[src/rtl/tester_pkg.sv]
// Shared types and default constants for the harness run controller.
package tester_pkg;

  // Run controller phases, in the order a run walks through them.
  typedef enum logic [2:0] {
    StIdle,
    StAssert,
    StSettle,
    StRun,
    StDone
  } state_e;

  // Sticky run outcome; a single register keeps pass and fail exclusive.
  typedef enum logic [1:0] {
    VerdictNone,
    VerdictPass,
    VerdictFail
  } verdict_e;

  localparam int unsigned RESET_CYCLES_DEF = 4;
  localparam int unsigned TIMEOUT_DEF      = 1024;

endpackage

[src/rtl/sat_counter.sv]
// Up-counter with synchronous clear (priority over enable) that sticks at all-ones.
module sat_counter #(
  parameter int unsigned CNT_W = 16
) (
  input  logic             clk_i,
  input  logic             rst_ni,
  input  logic             clear_i,
  input  logic             en_i,
  output logic [CNT_W-1:0] count_o
);

  logic [CNT_W-1:0] count_d, count_q;

  // Next count: clear wins, otherwise step unless already saturated.
  always_comb begin
    count_d = count_q;
    if (clear_i) begin
      count_d = '0;
    end else if (en_i && (count_q != '1)) begin
      count_d = count_q + 1'b1;
    end
  end

  // Count register.
  always_ff @(posedge clk_i or negedge rst_ni) begin
    if (!rst_ni) begin
      count_q <= '0;
    end else begin
      count_q <= count_d;
    end
  end

  assign count_o = count_q;

endmodule

[src/rtl/dut_reset_sequencer.sv]
// Run controller for the injection harnesses: holds harness reset, releases it, watches the
// per-instance done flags against a timeout and ends each run with a finish pulse and verdict.
module dut_reset_sequencer
  import tester_pkg::*;
#(
  parameter int unsigned NUM_DUTS       = 2,
  parameter int unsigned RESET_CYCLES   = RESET_CYCLES_DEF,
  parameter int unsigned TIMEOUT_CYCLES = TIMEOUT_DEF,
  parameter int unsigned CNT_W          = 16
) (
  input  logic                clock,
  input  logic                reset,
  input  logic                start,
  input  logic [NUM_DUTS-1:0] dut_done,
  output logic                dut_reset,
  output logic                busy,
  output logic                finish,
  output logic                pass,
  output logic                fail,
  output logic [CNT_W-1:0]    cycle_count
);

  localparam logic [CNT_W-1:0]    RstLast     = CNT_W'(RESET_CYCLES - 1);
  localparam logic [CNT_W-1:0]    TimeoutLast = CNT_W'(TIMEOUT_CYCLES - 1);
  localparam logic [NUM_DUTS-1:0] AllDone     = '1;

  state_e              state_q;
  verdict_e            verdict_q;
  logic [NUM_DUTS-1:0] mask_q;
  logic                dut_reset_q;
  logic                busy_q;
  logic                finish_q;

  logic [CNT_W-1:0] rst_cnt;
  logic [CNT_W-1:0] run_cnt;

  logic launch;
  logic rst_last;
  logic all_done;
  logic timed_out;

  // Decode of the current phase used by the FSM and both counters.
  always_comb begin
    launch    = start && ((state_q == StIdle) || (state_q == StDone));
    rst_last  = (state_q == StAssert) && (rst_cnt == RstLast);
    // Include this cycle's flags so a done pulse on the exit cycle still counts.
    all_done  = (state_q == StRun) && ((mask_q | dut_done) == AllDone);
    timed_out = (state_q == StRun) && (run_cnt == TimeoutLast);
  end

  sat_counter #(
    .CNT_W (CNT_W)
  ) u_rst_counter (
    .clk_i   (clock),
    .rst_ni  (reset),
    .clear_i (launch),
    .en_i    (state_q == StAssert),
    .count_o (rst_cnt)
  );

  sat_counter #(
    .CNT_W (CNT_W)
  ) u_run_counter (
    .clk_i   (clock),
    .rst_ni  (reset),
    .clear_i (launch),
    .en_i    (state_q == StRun),
    .count_o (run_cnt)
  );

  // Run FSM with registered harness reset, busy, finish, done mask and verdict.
  always_ff @(posedge clock or negedge reset) begin
    if (!reset) begin
      state_q     <= StIdle;
      verdict_q   <= VerdictNone;
      mask_q      <= '0;
      dut_reset_q <= 1'b1;
      busy_q      <= 1'b0;
      finish_q    <= 1'b0;
    end else begin
      finish_q <= 1'b0;
      case (state_q)
        StIdle, StDone: begin
          if (start) begin
            state_q     <= StAssert;
            verdict_q   <= VerdictNone;
            mask_q      <= '0;
            dut_reset_q <= 1'b1;
            busy_q      <= 1'b1;
          end
        end
        StAssert: begin
          if (rst_last) begin
            state_q     <= StSettle;
            dut_reset_q <= 1'b0;
          end
        end
        StSettle: begin
          state_q <= StRun;
        end
        StRun: begin
          mask_q <= mask_q | dut_done;
          if (all_done || timed_out) begin
            state_q     <= StDone;
            verdict_q   <= all_done ? VerdictPass : VerdictFail;
            dut_reset_q <= 1'b1;
            busy_q      <= 1'b0;
            finish_q    <= 1'b1;
          end
        end
        default: begin
          state_q <= StIdle;
        end
      endcase
    end
  end

  assign dut_reset   = dut_reset_q;
  assign busy        = busy_q;
  assign finish      = finish_q;
  assign pass        = (verdict_q == VerdictPass);
  assign fail        = (verdict_q == VerdictFail);
  assign cycle_count = run_cnt;

endmodule

[config.mk]
export PLATFORM = sky130hd
export DESIGN_NAME = dut_reset_sequencer
export DESIGN_NICKNAME = d
export VERILOG_FILES = /design/src/rtl/tester_pkg.sv /design/src/rtl/sat_counter.sv /design/src/rtl/dut_reset_sequencer.sv
export SDC_FILE = /design/constraint.sdc
export NUM_CORES = 1
export LEC_CHECK = 0
export CORE_UTILIZATION = 52
export CTS_BUF_LIST = sky130_fd_sc_hd__clkbuf_2
export DETAILED_ROUTE_END_ITERATION = 6
export PLACE_DENSITY = 0.77
export SLEW_MARGIN = 10
export SYNTH_ARGS = -nofsm -noshare
export SYNTH_HDL_FRONTEND = slang
export SYNTH_SLANG_ARGS = --single-unit
[constraint.sdc]
create_clock -name clock -period 1.75 [get_ports clock]
set_input_delay 0.4375 -clock clock [delete_from_list [all_inputs] [get_ports clock]]
set_output_delay 0.4375 -clock clock [all_outputs]
set_load 0.01 [all_outputs]
; Word-level counts from Yosys, hierarchy flattened
; Cells that the tools add are included.
[word_totals]
ff_bits = 42
in_bits = 5
output_inout_bits = 21
word_cells = 64
[op_classes]
add_sub_neg = 2
reduce_logical = 18
bitwise = 1
n_eq_ne = 14
n_mux = 21
[op_table]
columns = op, count
row1 = 16-bit two-way mux, 4
row2 = "16-bit by 1-bit adder with 16-bit output, second input constant", 2
row3 = "16-bit != test, second input constant", 2
row4 = "16-bit by 10-bit equality test with 1-bit output, second input constant", 1
row5 = "16-bit by 2-bit equality test with 1-bit output, second input constant", 1
row6 = 3-bit case mux with 4 select lines, 1
row7 = 3-bit two-way mux, 3
row8 = 2-bit case mux with 2 select lines, 2
row9 = "3-bit by 2-bit equality test with 1-bit output, second input constant", 2
row10 = 1-bit logical AND, 6
row11 = 1-bit two-way mux, 6
row12 = 2-bit two-way mux, 3
row13 = "2-bit != test, second input constant", 3
row14 = 3-bit AND reduction, 2
row15 = 2-bit nonzero test, 3
row16 = "2-bit equality test, second input constant", 2
row17 = 4-bit AND reduction, 1
row18 = "3-bit by 1-bit equality test with 1-bit output, second input constant", 1
row19 = "3-bit equality test, second input constant", 1
row20 = 3-bit logical NOT, 1
row21 = 1-bit case mux with 3 select lines, 1
row22 = 3-bit nonzero test, 1
row23 = "2-bit by 1-bit equality test with 1-bit output, second input constant", 1
row24 = 1-bit logical OR, 2
row25 = 4 further kinds, 4

; Depth between registers and ports, before layout
[logic_depth]
word_depth = 6
ltp_mapped = 6
depth_no_buf = 5

; Hierarchy
; Synthesis repeated with hierarchy kept, for this count alone.
[unflattened]
cells_unflattened = 254
hier_area_um2 = 2443.6
[by_module_without_submodules]
columns = module, cells_each, seq_area_each_um2, area_per_inst_um2, n_inst
row1 = sat_counter, 98, 400.4, 942.2, 2
row2 = dut_reset_sequencer, 58, 251.5, 559.3, 1

; Worst setup path after synthesis
; OpenSTA, ideal clock, no wires.
[synth_timing]
path_type = reg2reg
startpoint = register u_run_counter.count_q[0], in the netlist u_run_counter.count_o[0]
endpoint = register u_run_counter.count_q[4], in the netlist u_run_counter.count_o[4]
synth_period_minus_slack_ps = 1705
required_time_ps = 1671
setup_ps = 79
path_stages_with_launch = 6
t_arrival_ps = 1625
path_buffers = 0
slack_ps = 45
path_cell_list = dfrtp_1 > ha_1 > nand3_1 > or4_1 > nand3_1 > mux2i_1
[synth_via]
elab_chain_len = 3
word_cells_on_any_way = 6
cone_classes = add/sub (1) / eq/ne (1) / mux (2) / reduce/logical (2)
[synth_rtl]
columns = element, line
row1 = from (decl), sat_counter.sv:12  ; logic [CNT_W-1:0] count_d, count_q;
row2 = from (signal assigned), sat_counter.sv:29  ; count_q <= count_d;
row3 = 16-bit by 1-bit adder with 16-bit output or 16-bit != test (tied branches), "sat_counter.sv:20, sat_counter.sv:19"
row4 = 16-bit two-way mux or 1-bit logical AND (tied branches), sat_counter.sv:19  ; end else if (en_i && (count_q != '1)) begin
row5 = 16-bit two-way mux or 2-bit nonzero test (tied branches), n/a
; Parallel ways exist; a longest one is shown, timed or not. The select of a mux whose other input is x is not followed.
; A chain may end at the register's enable or synchronous reset.

; Worst setup path after layout
[layout_timing]
startpoint = register state_q[2]
endpoint = register u_rst_counter.count_q[8], in the netlist u_rst_counter.count_o[8]
[layout_via]
elab_chain_len = 4
word_cells_on_any_way = 8
cone_classes = eq/ne (2) / mux (1) / reduce/logical (5)
[layout_rtl]
columns = element, line
row1 = from (decl), dut_reset_sequencer.sv:27  ; state_e state_q;
row2 = from (signal assigned), dut_reset_sequencer.sv:74  ; state_q <= StIdle;
row3 = from (signal assigned), dut_reset_sequencer.sv:85  ; state_q <= StAssert;
row4 = from (signal assigned), dut_reset_sequencer.sv:94  ; state_q <= StSettle;
row5 = 3-bit equality test or 3-bit logical NOT (tied branches), dut_reset_sequencer.sv:44  ; launch = start && ((state_q == StIdle) || (state_q == StDone));
row6 = 1-bit logical OR, dut_reset_sequencer.sv:44
row7 = 1-bit logical AND, dut_reset_sequencer.sv:44
row8 = 16-bit two-way mux or 2-bit nonzero test (tied branches), n/a
row9 = to (signal assigned), sat_counter.sv:29
row10 = to (decl), sat_counter.sv:12
; Parallel ways exist; a longest one is shown, timed or not.

==> impl_metrics.ini <==
[yosys]
async_flop_share_pct = 100
syn_nets = 255
synth_edf_count = 0
synth_flop_cell = dfrtp_1
yosysTopAreaCellShare_pct = 43.2
synth.largest_area_cell = dfrtp_1
synthesis.instances = 248
synth_cell_types = 52
synthTopCellsByArea = dfrtp_1 (43%), nand3_1 (3.6%), a21oi_1 (3.4%)
ys_seq_elements = 42
synth_area_um2 = 2380
synth_seq_area_share_pct = 44.3
avgSynthCellArea_um2 = 9.58
yosysWarnings = 0

[floorplanning]
design.portCount = 26
rows = 24
start_util_pct = 54.2
die_area_um2 = 4840
die_h_um = 69.6
core_um2 = 4380
fp.dieW_um = 69.6

[final_layout]
fill_cells = 312
diodes = 0
fin_area_um2 = 3270
post-route-util_pct = 74.5
multi_input_area_um2 = 1350
drive_gt1_share_pct = 29.7
fin_nets = 336
area_growth_pct = 37.4
stdcell_count = 382
ff_latch_area_um2 = 1060

[timing]
hold_viol = 0
finClkSkew_ns = 0.0158
setup_viol = 0
tightest_slew_ns = 0.421
drv_slew = 0
rsz0062_at_grt = yes
max-slew-margin-rel_pct = 71.9
timing.final.crit_share_pct = 99.9
period_needed_ns = 1.75
fmax_mhz = 572
holdWs_ns = 0.469

[clock_tree]
cts_sinks = 42
cts_buffers = 5
clk_pin_slew_ns = 0.22
h-tree-depth = 2
worstSkewPairLatency_ns = 0.40
cts-root-buf = clkbuf_2
clock_path_buffers = 2
tritoncts = yes

[routing]
wl_per_cell_um = 15.7
antenna_left = 0
vias = 2377
first_pass_iters = 5
wirelength_mm = 5.99
vias_per_cell = 6.22
drt_iter0_drc = 166
drc = 0

[pwr]
pwr_density_cell_nw_per_um2 = 895
p_leak_uw = 0.00145
peakVddDrop_mv = 0.621

[grt]
grt_pass1_vias = 2123
grt_overflow = 0
antenna_found_initial = 0
grt_pass1_wl_mm = 9.71
grt_usage_pct = 25.0
grt_max_degree = 27

[worst_setup_path]
path_class = flop to flop
start_kind = flop
ff2ff_setup_slack_ns = 0.001
r2r-end = u_rst_counter.count_o[8]
worstPathRequired_ns = 2.09
reg2reg_depth = 5
r2r_start = state_q[2]
worstSetupStartpoint = state_q[2]
arrival_ns = 2.09
end_kind = flop
crit_fanout = 5

[placement]
dp_cells = 345
gp_congestion = 0.900
place_area_um2 = 2880
hpwl_mm = 3.98
io_buffers = 25

[run]
maxCapViolations = 0

[status]
run_status = finished, final reports clean

[worst_hold_path]
hold_path_class = primary input to asynchronous set/reset pin
-- where the power goes --
group          leakage (uW)  switching (uW)  internal, uW
clock network     0.0000392             327           247
logic              0.000847             560           545
registers          0.000561             123          1120
total               0.00145            1010          1910
-- cells in the final DEF (no fill, tap or decap), drive strengths merged, types with 3 or more instances in the layout --
| master | count |
|---|---|
| nor2 | 12 |
| and2 | 3 |
| o211ai | 4 |
| or4 | 9 |
| mux2i | 8 |
| o21ai | 5 |
| o31ai | 10 |
| nor4 | 6 |
| dlygate4sd2 | 10 |
| nand2 | 21 |
| nand4 | 11 |
| a21o | 3 |
| clkdlybuf4s15 | 9 |
| buf | 56 |
| nor3 | 8 |
| clkbuf | 7 |
| a311oi | 3 |
| dfrtp | 41 |
| clkdlybuf4s50 | 3 |
| a211oi | 4 |
| a21oi | 17 |
| and4 | 5 |
| o41ai | 4 |
| o21a | 3 |
| and3 | 6 |
| nand3b | 4 |
| nand3 | 18 |
| inv | 11 |
-- worst max-delay path by stage --
stage               depth (start not counted)                        to  slack, ns
floorplan                                   5  u_run_counter.count_o[4]       0.05
CTS                                         1           cycle_count[10]      0.003
global route                                4  u_run_counter.count_o[9]      -0.06
detailed placement                          6                 dut_reset      -0.10
global placement                            6                 dut_reset      -0.03
finish                                      5  u_rst_counter.count_o[8]      0.001
-- worst max-delay path: stages (launching register included) --
cell	delay (ns)
dfrtp_2	0.50
nor3b_4	0.32
buf_4	0.18
nand2_2	0.07
or4_4	0.49
a21oi_2	0.13
-- synthesized netlist by cell type (all sizes together), types with 2 or more instances --
cell and count:
dfrtp 41, nand2 21, nand3 18, a21oi 17, nor2 12, inv 11, nand4 11, o31ai 10
or4 9, mux2i 8, nor3 8, and3 6, nor4 6, and4 5, buf 5, o21ai 5
a211oi 4, nand3b 4, o211ai 4, o41ai 4, a21o 3, a311oi 3, and2 3, o21a 3
a31oi 2, a41o 2, clkbuf 2, ha 2, nor2b 2, nor3b 2, nor4b 2, o22ai 2
o311ai 2
-- registers in the layout, indices dropped and copies added, names as in the netlist --
| register | cells |
|---|---|
| mask_q | 2 |
| state_q | 3 |
| u_run_counter.count_o | 16 |
| finish | 1 |
| dut_reset | 1 |
| busy | 1 |
| verdict_q | 2 |
| u_rst_counter.count_o | 16 |
-- cell families after synthesis --
logic type / after synthesis / synth area share, %
compound gates: 64 / 18.7
simple gates: 114 / 29.2
fa+ha+maj: 2 / 1.05
buf+inv: 18 / 3.42
mux: 8 / 3.37
flops: 42 / 44.3
-- final cells by class --
| type | count | area share [%] |
|---|---|---|
| multi-input cells | 188 | 41.2 |
| flip-flops and latches | 42 | 32.3 |
| repair buffers | 81 | 21.1 |
| well taps | 52 | 1.99 |
| inverters | 11 | 1.26 |
| clock inverters | 2 | 1.15 |
| clock buffers | 6 | 0.920 |
-- routing by layer --
layer	up-vias	track usage, %	wire length (um)
li1	1135	-	-
met1	1171	33.7	2750
met2	62	40.3	2940
met3	9	5.52	237
met4	0	7.48	57
met5	-	0	0
-- repair_timing --
item,4_1_cts,5_1_grt
hold buffers,1,0
cloned,0,0
pin swaps,0,9
buffers inserted,17,11
setup endpoints to repair,22,31
gates resized for setup,24,40
hold endpoints to repair,16,0
-- per-stage QoR --
stage / worst slack [ns] / setup TNS [ns] / power, uW
finish: 0.00106 / 0 / 2920
global route: -0.0621 / -0.195 / 3110
CTS: 0.00348 / 0 / 2830
detailed placement: -0.102 / -0.284 / 2240
global placement: -0.0293 / -0.0505 / 2210
floorplan: 0.0453 / 0 / 1810
(Power assumes the default switching activity.)
